$ cat config.mk
export PLATFORM = sky130hd
export DESIGN_NAME = mem_access_unit
export DESIGN_NICKNAME = d
export VERILOG_FILES = /design/src/rtl/mem_access_unit.sv
export SDC_FILE = /design/constraint.sdc
export NUM_CORES = 1
export LEC_CHECK = 0
export ABC_AREA = 1
export CORE_ASPECT_RATIO = 0.75
export CORE_MARGIN = 4
export CORE_UTILIZATION = 42
export DETAILED_ROUTE_END_ITERATION = 7
export GPL_ROUTABILITY_DRIVEN = 1
export GPL_TIMING_DRIVEN = 0
export PLACE_DENSITY = 0.86
export SLEW_MARGIN = 20
export SYNTH_ARGS = -nofsm -noshare
export SYNTH_HDL_FRONTEND = slang
export SYNTH_SLANG_ARGS = --single-unit
$ cat constraint.sdc
create_clock -name clk -period 2.2 [get_ports clk]
set_input_delay 0.66 -clock clk [delete_from_list [all_inputs] [get_ports clk]]
set_output_delay 0.66 -clock clk [all_outputs]
set_load 0.01 [all_outputs]
$ cat src/rtl/mem_access_unit.sv
// Data-memory access unit: runs one load/store per accept over a valid/ready
// request channel and a valid response channel, stalling upstream meanwhile.
module mem_access_unit #(
  parameter int unsigned TIMEOUT_CYCLES = 255,
  parameter int unsigned CNT_W          = 8
) (
  input  logic        clk,
  input  logic        rst_n,
  input  logic        req_valid_in,
  input  logic        is_store_in,
  input  logic [31:0] addr_in,
  input  logic [31:0] wdata_in,
  input  logic [3:0]  rd_in,
  output logic        dmem_req_valid,
  input  logic        dmem_req_ready,
  output logic        dmem_we,
  output logic [31:0] dmem_addr,
  output logic [31:0] dmem_wdata,
  input  logic        dmem_rsp_valid,
  input  logic [31:0] dmem_rdata,
  output logic        sel_stall,
  output logic        wb_valid,
  output logic [3:0]  wb_rd,
  output logic [31:0] wb_data,
  output logic        align_fault,
  output logic        timeout_fault
);

  typedef enum logic [1:0] {IDLE, REQ, RESP} state_e;

  state_e             state_q, state_d;
  logic [CNT_W-1:0]   cnt_q, cnt_d, cnt_inc;
  logic [29:0]        addr_q, addr_d;
  logic [31:0]        wdata_q, wdata_d;
  logic               we_q, we_d;
  logic [3:0]         rd_q, rd_d;
  logic               wb_valid_q, wb_valid_d;
  logic [3:0]         wb_rd_q, wb_rd_d;
  logic [31:0]        wb_data_q, wb_data_d;
  logic               align_q, align_d;
  logic               tmo_q, tmo_d;
  logic               accept;
  logic               expired;

  // Saturating count; compare with >= so a handshake that wins at the limit
  // still leaves the access bounded in RESP.
  always_comb begin
    cnt_inc = (cnt_q == '1) ? cnt_q : cnt_q + CNT_W'(1);
    expired = (cnt_inc >= CNT_W'(TIMEOUT_CYCLES));
  end

  always_comb begin
    state_d    = state_q;
    cnt_d      = cnt_q;
    addr_d     = addr_q;
    wdata_d    = wdata_q;
    we_d       = we_q;
    rd_d       = rd_q;
    wb_valid_d = 1'b0;
    wb_rd_d    = wb_rd_q;
    wb_data_d  = wb_data_q;
    align_d    = 1'b0;
    tmo_d      = 1'b0;
    accept     = 1'b0;
    case (state_q)
      IDLE: begin
        if (req_valid_in) begin
          if (addr_in[1:0] == 2'b00) begin
            accept  = 1'b1;
            addr_d  = addr_in[31:2];
            wdata_d = wdata_in;
            we_d    = is_store_in;
            rd_d    = rd_in;
            cnt_d   = '0;
            state_d = REQ;
          end else begin
            align_d = 1'b1;
          end
        end
      end
      REQ: begin
        cnt_d = cnt_inc;
        if (dmem_req_ready) begin
          state_d = RESP;
        end else if (expired) begin
          state_d = IDLE;
          tmo_d   = 1'b1;
        end
      end
      RESP: begin
        cnt_d = cnt_inc;
        if (dmem_rsp_valid) begin
          state_d = IDLE;
          if (!we_q) begin
            wb_valid_d = 1'b1;
            wb_rd_d    = rd_q;
            wb_data_d  = dmem_rdata;
          end
        end else if (expired) begin
          state_d = IDLE;
          tmo_d   = 1'b1;
        end
      end
      default: state_d = IDLE;
    endcase
  end

  always_ff @(posedge clk or negedge rst_n) begin
    if (!rst_n) begin
      state_q    <= IDLE;
      cnt_q      <= '0;
      addr_q     <= '0;
      wdata_q    <= '0;
      we_q       <= 1'b0;
      rd_q       <= '0;
      wb_valid_q <= 1'b0;
      wb_rd_q    <= '0;
      wb_data_q  <= '0;
      align_q    <= 1'b0;
      tmo_q      <= 1'b0;
    end else begin
      state_q    <= state_d;
      cnt_q      <= cnt_d;
      addr_q     <= addr_d;
      wdata_q    <= wdata_d;
      we_q       <= we_d;
      rd_q       <= rd_d;
      wb_valid_q <= wb_valid_d;
      wb_rd_q    <= wb_rd_d;
      wb_data_q  <= wb_data_d;
      align_q    <= align_d;
      tmo_q      <= tmo_d;
    end
  end

  assign dmem_req_valid = (state_q == REQ);
  assign dmem_we        = we_q;
  assign dmem_addr      = {addr_q, 2'b00};
  assign dmem_wdata     = wdata_q;
  assign sel_stall      = accept | (state_q != IDLE);
  assign wb_valid       = wb_valid_q;
  assign wb_rd          = wb_rd_q;
  assign wb_data        = wb_data_q;
  assign align_fault    = align_q;
  assign timeout_fault  = tmo_q;

endmodule

### Yosys cells after proc, flatten, opt, wreduce, memory -nomap -nowiden

Index checks and enable logic that the tools add are counted.

| storage, ports and cells | value |
|---|---|
| register bits after elaboration | 116 |
| bits of input ports | 106 |
| output and inout port bits | 106 |
| logic and storage cells | 52 |

| cells by class | value |
|---|---|
| add/subtract/negate cells | 1 |
| $lt $le $gt $ge | 1 |
| eq/ne operators | 5 |
| mux-type cells | 23 |
| bitwise logic cells | 2 |
| reductions and logical operators | 9 |

Operator list:

| kind | number |
|---|---|
| 8-bit 2-to-1 mux | 3 |
| 8-bit case mux with 2 select lines | 1 |
| 1-bit 2-to-1 mux | 12 |
| 2-bit 2-to-1 mux | 5 |
| 3-bit AND reduction | 3 |
| 8-bit by 1-bit adder with 8-bit output (second input constant) | 1 |
| 8-bit equality test (second input constant) | 1 |
| 8-bit greater-or-equal comparator (second input constant) | 1 |
| 2-bit case mux with 3 select lines | 1 |
| 2-bit logical NOT | 2 |
| 2-bit inequality test (second input constant) | 2 |
| 2-bit nonzero test | 2 |
| 2-bit by 1-bit equality test with 1-bit output (second input constant) | 1 |
| 2-bit equality test (second input constant) | 1 |
| 1-bit case mux with 2 select lines | 1 |
| 2-bit AND reduction | 1 |
| 2-bit OR reduction | 1 |
| 1-bit inverter | 1 |
| 1-bit bitwise OR | 1 |

### Logic depth before layout (Yosys ltp)

| logic depth | value |
|---|---|
| depth in word-level cells | 6 |
| gate-level depth with buffers | 13 |
| gate-level depth less buffers | 13 |

### Worst setup path after synthesis

No wires, ideal clock.

| timing | value |
|---|---|
| path kind | reg2out |
| from | register state_q[0] |
| to | output port sel_stall |
| data arrival time | 1,022 ps |
| data required time | 1,540 ps |
| path slack | 518 ps |
| stages on the path, launching flop included | 6 |
| path buffers | 0 |
| cells stage by stage | dfrtp_1 > inv_1 > ha_1 > inv_1 > a21oi_2 > inv_1 |

| on the way | value |
|---|---|
| longest elaborated chain between the ends | 3 |
| elaborated cells on any way between the ends | 4 |
| classes of those cells | mux (1); bitwise (1); reduce/logical (2) |

RTL lines:

| element | RTL line | RTL |
|---|---|---|
| start, declared | 31 | `state_e state_q, state_d;` |
| start signal, assigned | 122 | `state_q <= state_d;` |
| 2-bit logical NOT | 65 | `case (state_q)` |
| 1-bit 2-to-1 mux | 65 |  |
| 1-bit bitwise OR * | 140 | `assign sel_stall = accept \| (state_q != IDLE);` |
| end, declared | 21 | `output logic sel_stall,` |

Every way passes the cells marked *; elsewhere a longest branch is shown, timed or not.

### Worst setup path after layout

| timing | value |
|---|---|
| from | register state_q[1] |
| to | output port sel_stall |

Same word-level chain as after synthesis.

==> flow_metrics.py <==
metrics = {
    "clock_network": {
        "cts_tree": "built",
        "clk_latency_ns": 0.40,
        "clk_path_buf_depth": 2,
        "cts-root-buf": "clkbuf_16",
        "cts.clk_slew.worst_paths_ns": 0.05,
        "cts_buffers": 17,
        "ctsHoldBuffers": 0,
        "clock-sinks": 116,
        "htree_levels": 4,
    },
    "logic_synthesis": {
        "seq_area_frac_synth": 0.619,
        "ys_types": 27,
        "syn-cell-area_sq_um": 4690,
        "postSynthAreaPerCell_sq_um": 11.2,
        "synth.top_cell.area_share": 0.619,
        "synth_seq_cells": 116,
        "netlist_instances": 420,
        "synthTopCellsByArea": "dfrtp_1 (62%), mux2_2 (15%), nand2_1 (11%)",
        "synth_top_area_cell": "dfrtp_1",
        "synth_warnings": 0,
    },
    "detailed_routing": {
        "antenna_left": 0,
        "wl_um": 12600,
        "viasPerCell": 4.74,
        "drc": 0,
        "drt_iter0_markers": 239,
        "dr.pass1.iters": 5,
        "vias": 3814,
        "wl_per_cell_um": 15.6,
    },
    "pwr": {
        "powerDensity_nw_per_um2": 1360,
        "ir_drop_mv": 0.733,
        "p_leak_uw": 0.00348,
        "finalPower_uw": 10400,
    },
    "floorplan": {
        "die_h_um": 99.5,
        "die-area_sq_um": 12900,
        "start_util": 0.429,
        "ioPinCount": 212,
        "num_rows": 33,
        "die_w_um": 130,
        "core_area_sq_um": 10900,
    },
    "placed_design": {
        "placed_area_sq_um": 6990,
        "io_buffers": 209,
        "place_hpwl_um": 9530,
        "place.gp.congestion": 0.828,
    },
    "setup_path": {
        "cp_cell_sequence": "inv_2 -> ha_4 -> inv_1 -> a21oi_4 -> inv_1 -> buf_2",
        "path_buf_inv": 4,
        "critPathLaunchType": "flip-flop",
        "worst_ep_required_time_ns": 1.54,
        "path_delay_family": "flip-flops",
        "cp.arrival_ns": 1.44,
        "worstSetupPathType": "flip-flop to primary output",
        "cp-end-kind": "primary output",
        "cpPeakStageDelay_ns": 0.43,
        "worstPathMaxFanout": 4,
        "crit_top_cell": "inv_1",
        "crit_slowest_cell": "dfrtp_2",
    },
    "timing": {
        "slew_violations": 0,
        "setup_viol": 0,
        "tightestPinTransition_ns": 0.647,
        "fin_crit_ns": 2.10,
        "rsz0062_at_grt": "false",
        "fmaxAchievable_ghz": 0.477,
        "finalClockSkew_ns": 0.00750,
        "period_share": 0.953,
        "final_hold_viol_count": 0,
        "max_slew_margin": 0.569,
    },
    "finish": {
        "final_common_cell": "clkdlybuf4s50_1",
        "final_area_sq_um": 7600,
        "nNetsFinal": 765,
        "n_antenna_cell": 0,
        "area_growth_pct": 61.9,
        "mostFrequentLayoutCells": "clkdlybuf4s50_1 (203), nand2_1 (141), dfrtp_1 (115), mux2_2 (63), inv_1 (18)",
        "multi_input_area_sq_um": 1660,
        "final-seq-area_sq_um": 2900,
        "nFillCells": 763,
        "drive_above_1_share": 0.194,
    },
    "global_routing": {
        "grt.overflow.total": 0,
        "grt_max_degree": 71,
        "antenna_found_initial": 0,
        "grt_usage": 0.199,
        "grt_pass1_vias": 4037,
        "grt_pass1_wl_um": 20100,
    },
    "job": {
        "cap_violations": 0,
    },
    "status": {
        "status": "complete, no violations",
    },
    "worst_hold_path": {
        "hold_class": "input port to async pin",
    },
}
## cells by family (layout without fill, tap and decap cells)
logic type / count (synthesis) / in the layout / synth area share
simple gates: 175 / 175 / 0.153
flops: 116 / 116 / 0.619
mux: 63 / 63 / 0.151
buf+inv: 39 / 283 / 0.0360
compound gates: 20 / 20 / 0.0251
fa+ha+maj: 5 / 5 / 0.0133
other cells: 1 / 2 / 0.000799
xor+xnor: 1 / 1 / 0.00187
## layout make-up
cell class | count | share of cell area
inverter | 22 | 0.0109
clock buffer | 21 | 0.0619
clock inverter | 9 | 0.0107
timing repair buffer | 214 | 0.282
multi-input combinational | 266 | 0.218
buffer | 17 | 0.0115
sequential | 116 | 0.382
tap | 140 | 0.0231
## registers in the layout (all words and copies together), names as in the netlist, 2 cells and up
| register | cells |
|---|---|
| dmem_wdata | 32 |
| wb_data | 32 |
| cnt_q | 8 |
| wb_rd | 4 |
| state_q | 2 |
| addr_q | 30 |
| rd_q | 4 |
## cells in the mapped netlist, drive strengths merged
| library cell | instances |
|---|---|
| nand2 | 143 |
| dfrtp | 116 |
| mux2 | 63 |
| inv | 22 |
| nor2 | 17 |
| buf | 12 |
| nand3 | 12 |
| o21ai | 10 |
| a21oi | 6 |
| clkbuf | 5 |
| ha | 5 |
| a22o | 3 |
| nor3 | 2 |
| conb | 1 |
| nand4 | 1 |
| o22ai | 1 |
| xnor2 | 1 |
## what timing repair did
item                                    CTS  global route
pin swaps                                 2             0
resized for setup                        14             4
endpoints found under the hold margin     0             0
buffers inserted                          1             3
endpoints found under the setup margin    2             7
## power by group
part | leakage (uW) | internal [uW] | switching [uW] | total, uW
Combinational | 0.00179 | 2480 | 1670 | 4150
Sequential | 0.00142 | 3130 | 524 | 3660
Clock | 0.000267 | 1620 | 931 | 2550
Total | 0.00348 | 7230 | 3130 | 10400
## path summary, 6_finish.rpt
check                       startpoint       endpoint  slack [ns]  depth (start not counted)
min                              rst_n  dmem_wdata[1]        0.27                          1
max                         state_q[1]      sel_stall        0.10                          6
min in group clk           wb_data[19]    wb_data[19]        0.47                          2
max in group asynchronous        rst_n     state_q[1]        1.26                          2
min reg2reg                wb_data[19]    wb_data[19]        0.47                          2
max reg2reg                 state_q[0]  dmem_wdata[5]        0.39                          5
## through the flow
step | TNS [ns] | instances | setup slack, ns | hold slack (ns) | util
final | 0 | 805 | 0.103 | 0.266 | 0.694
after floorplan | 0 | 421 | 0.518 | 0.364 | -
after detailed placement | -20.60 | 771 | -0.461 | 0.458 | 0.639
after CTS | 0 | 802 | 0.0753 | 0.286 | 0.692
after global placement | -460.39 | 770 | -3.83 | 0.454 | 0.636
after global routing | 0 | 805 | 0.0225 | 0.309 | 0.694
## per-layer routing
| metal | global-route usage | vias up | share of wire |
|---|---|---|---|
| li1 | - | 1814 | - |
| met1 | 0.236 | 1844 | 0.40 |
| met2 | 0.345 | 138 | 0.51 |
| met3 | 0.0612 | 18 | 0.073 |
| met4 | 0.0647 | 0 | 0.013 |
| met5 | 0 | - | 0 |
(Power assumes the default switching activity.)
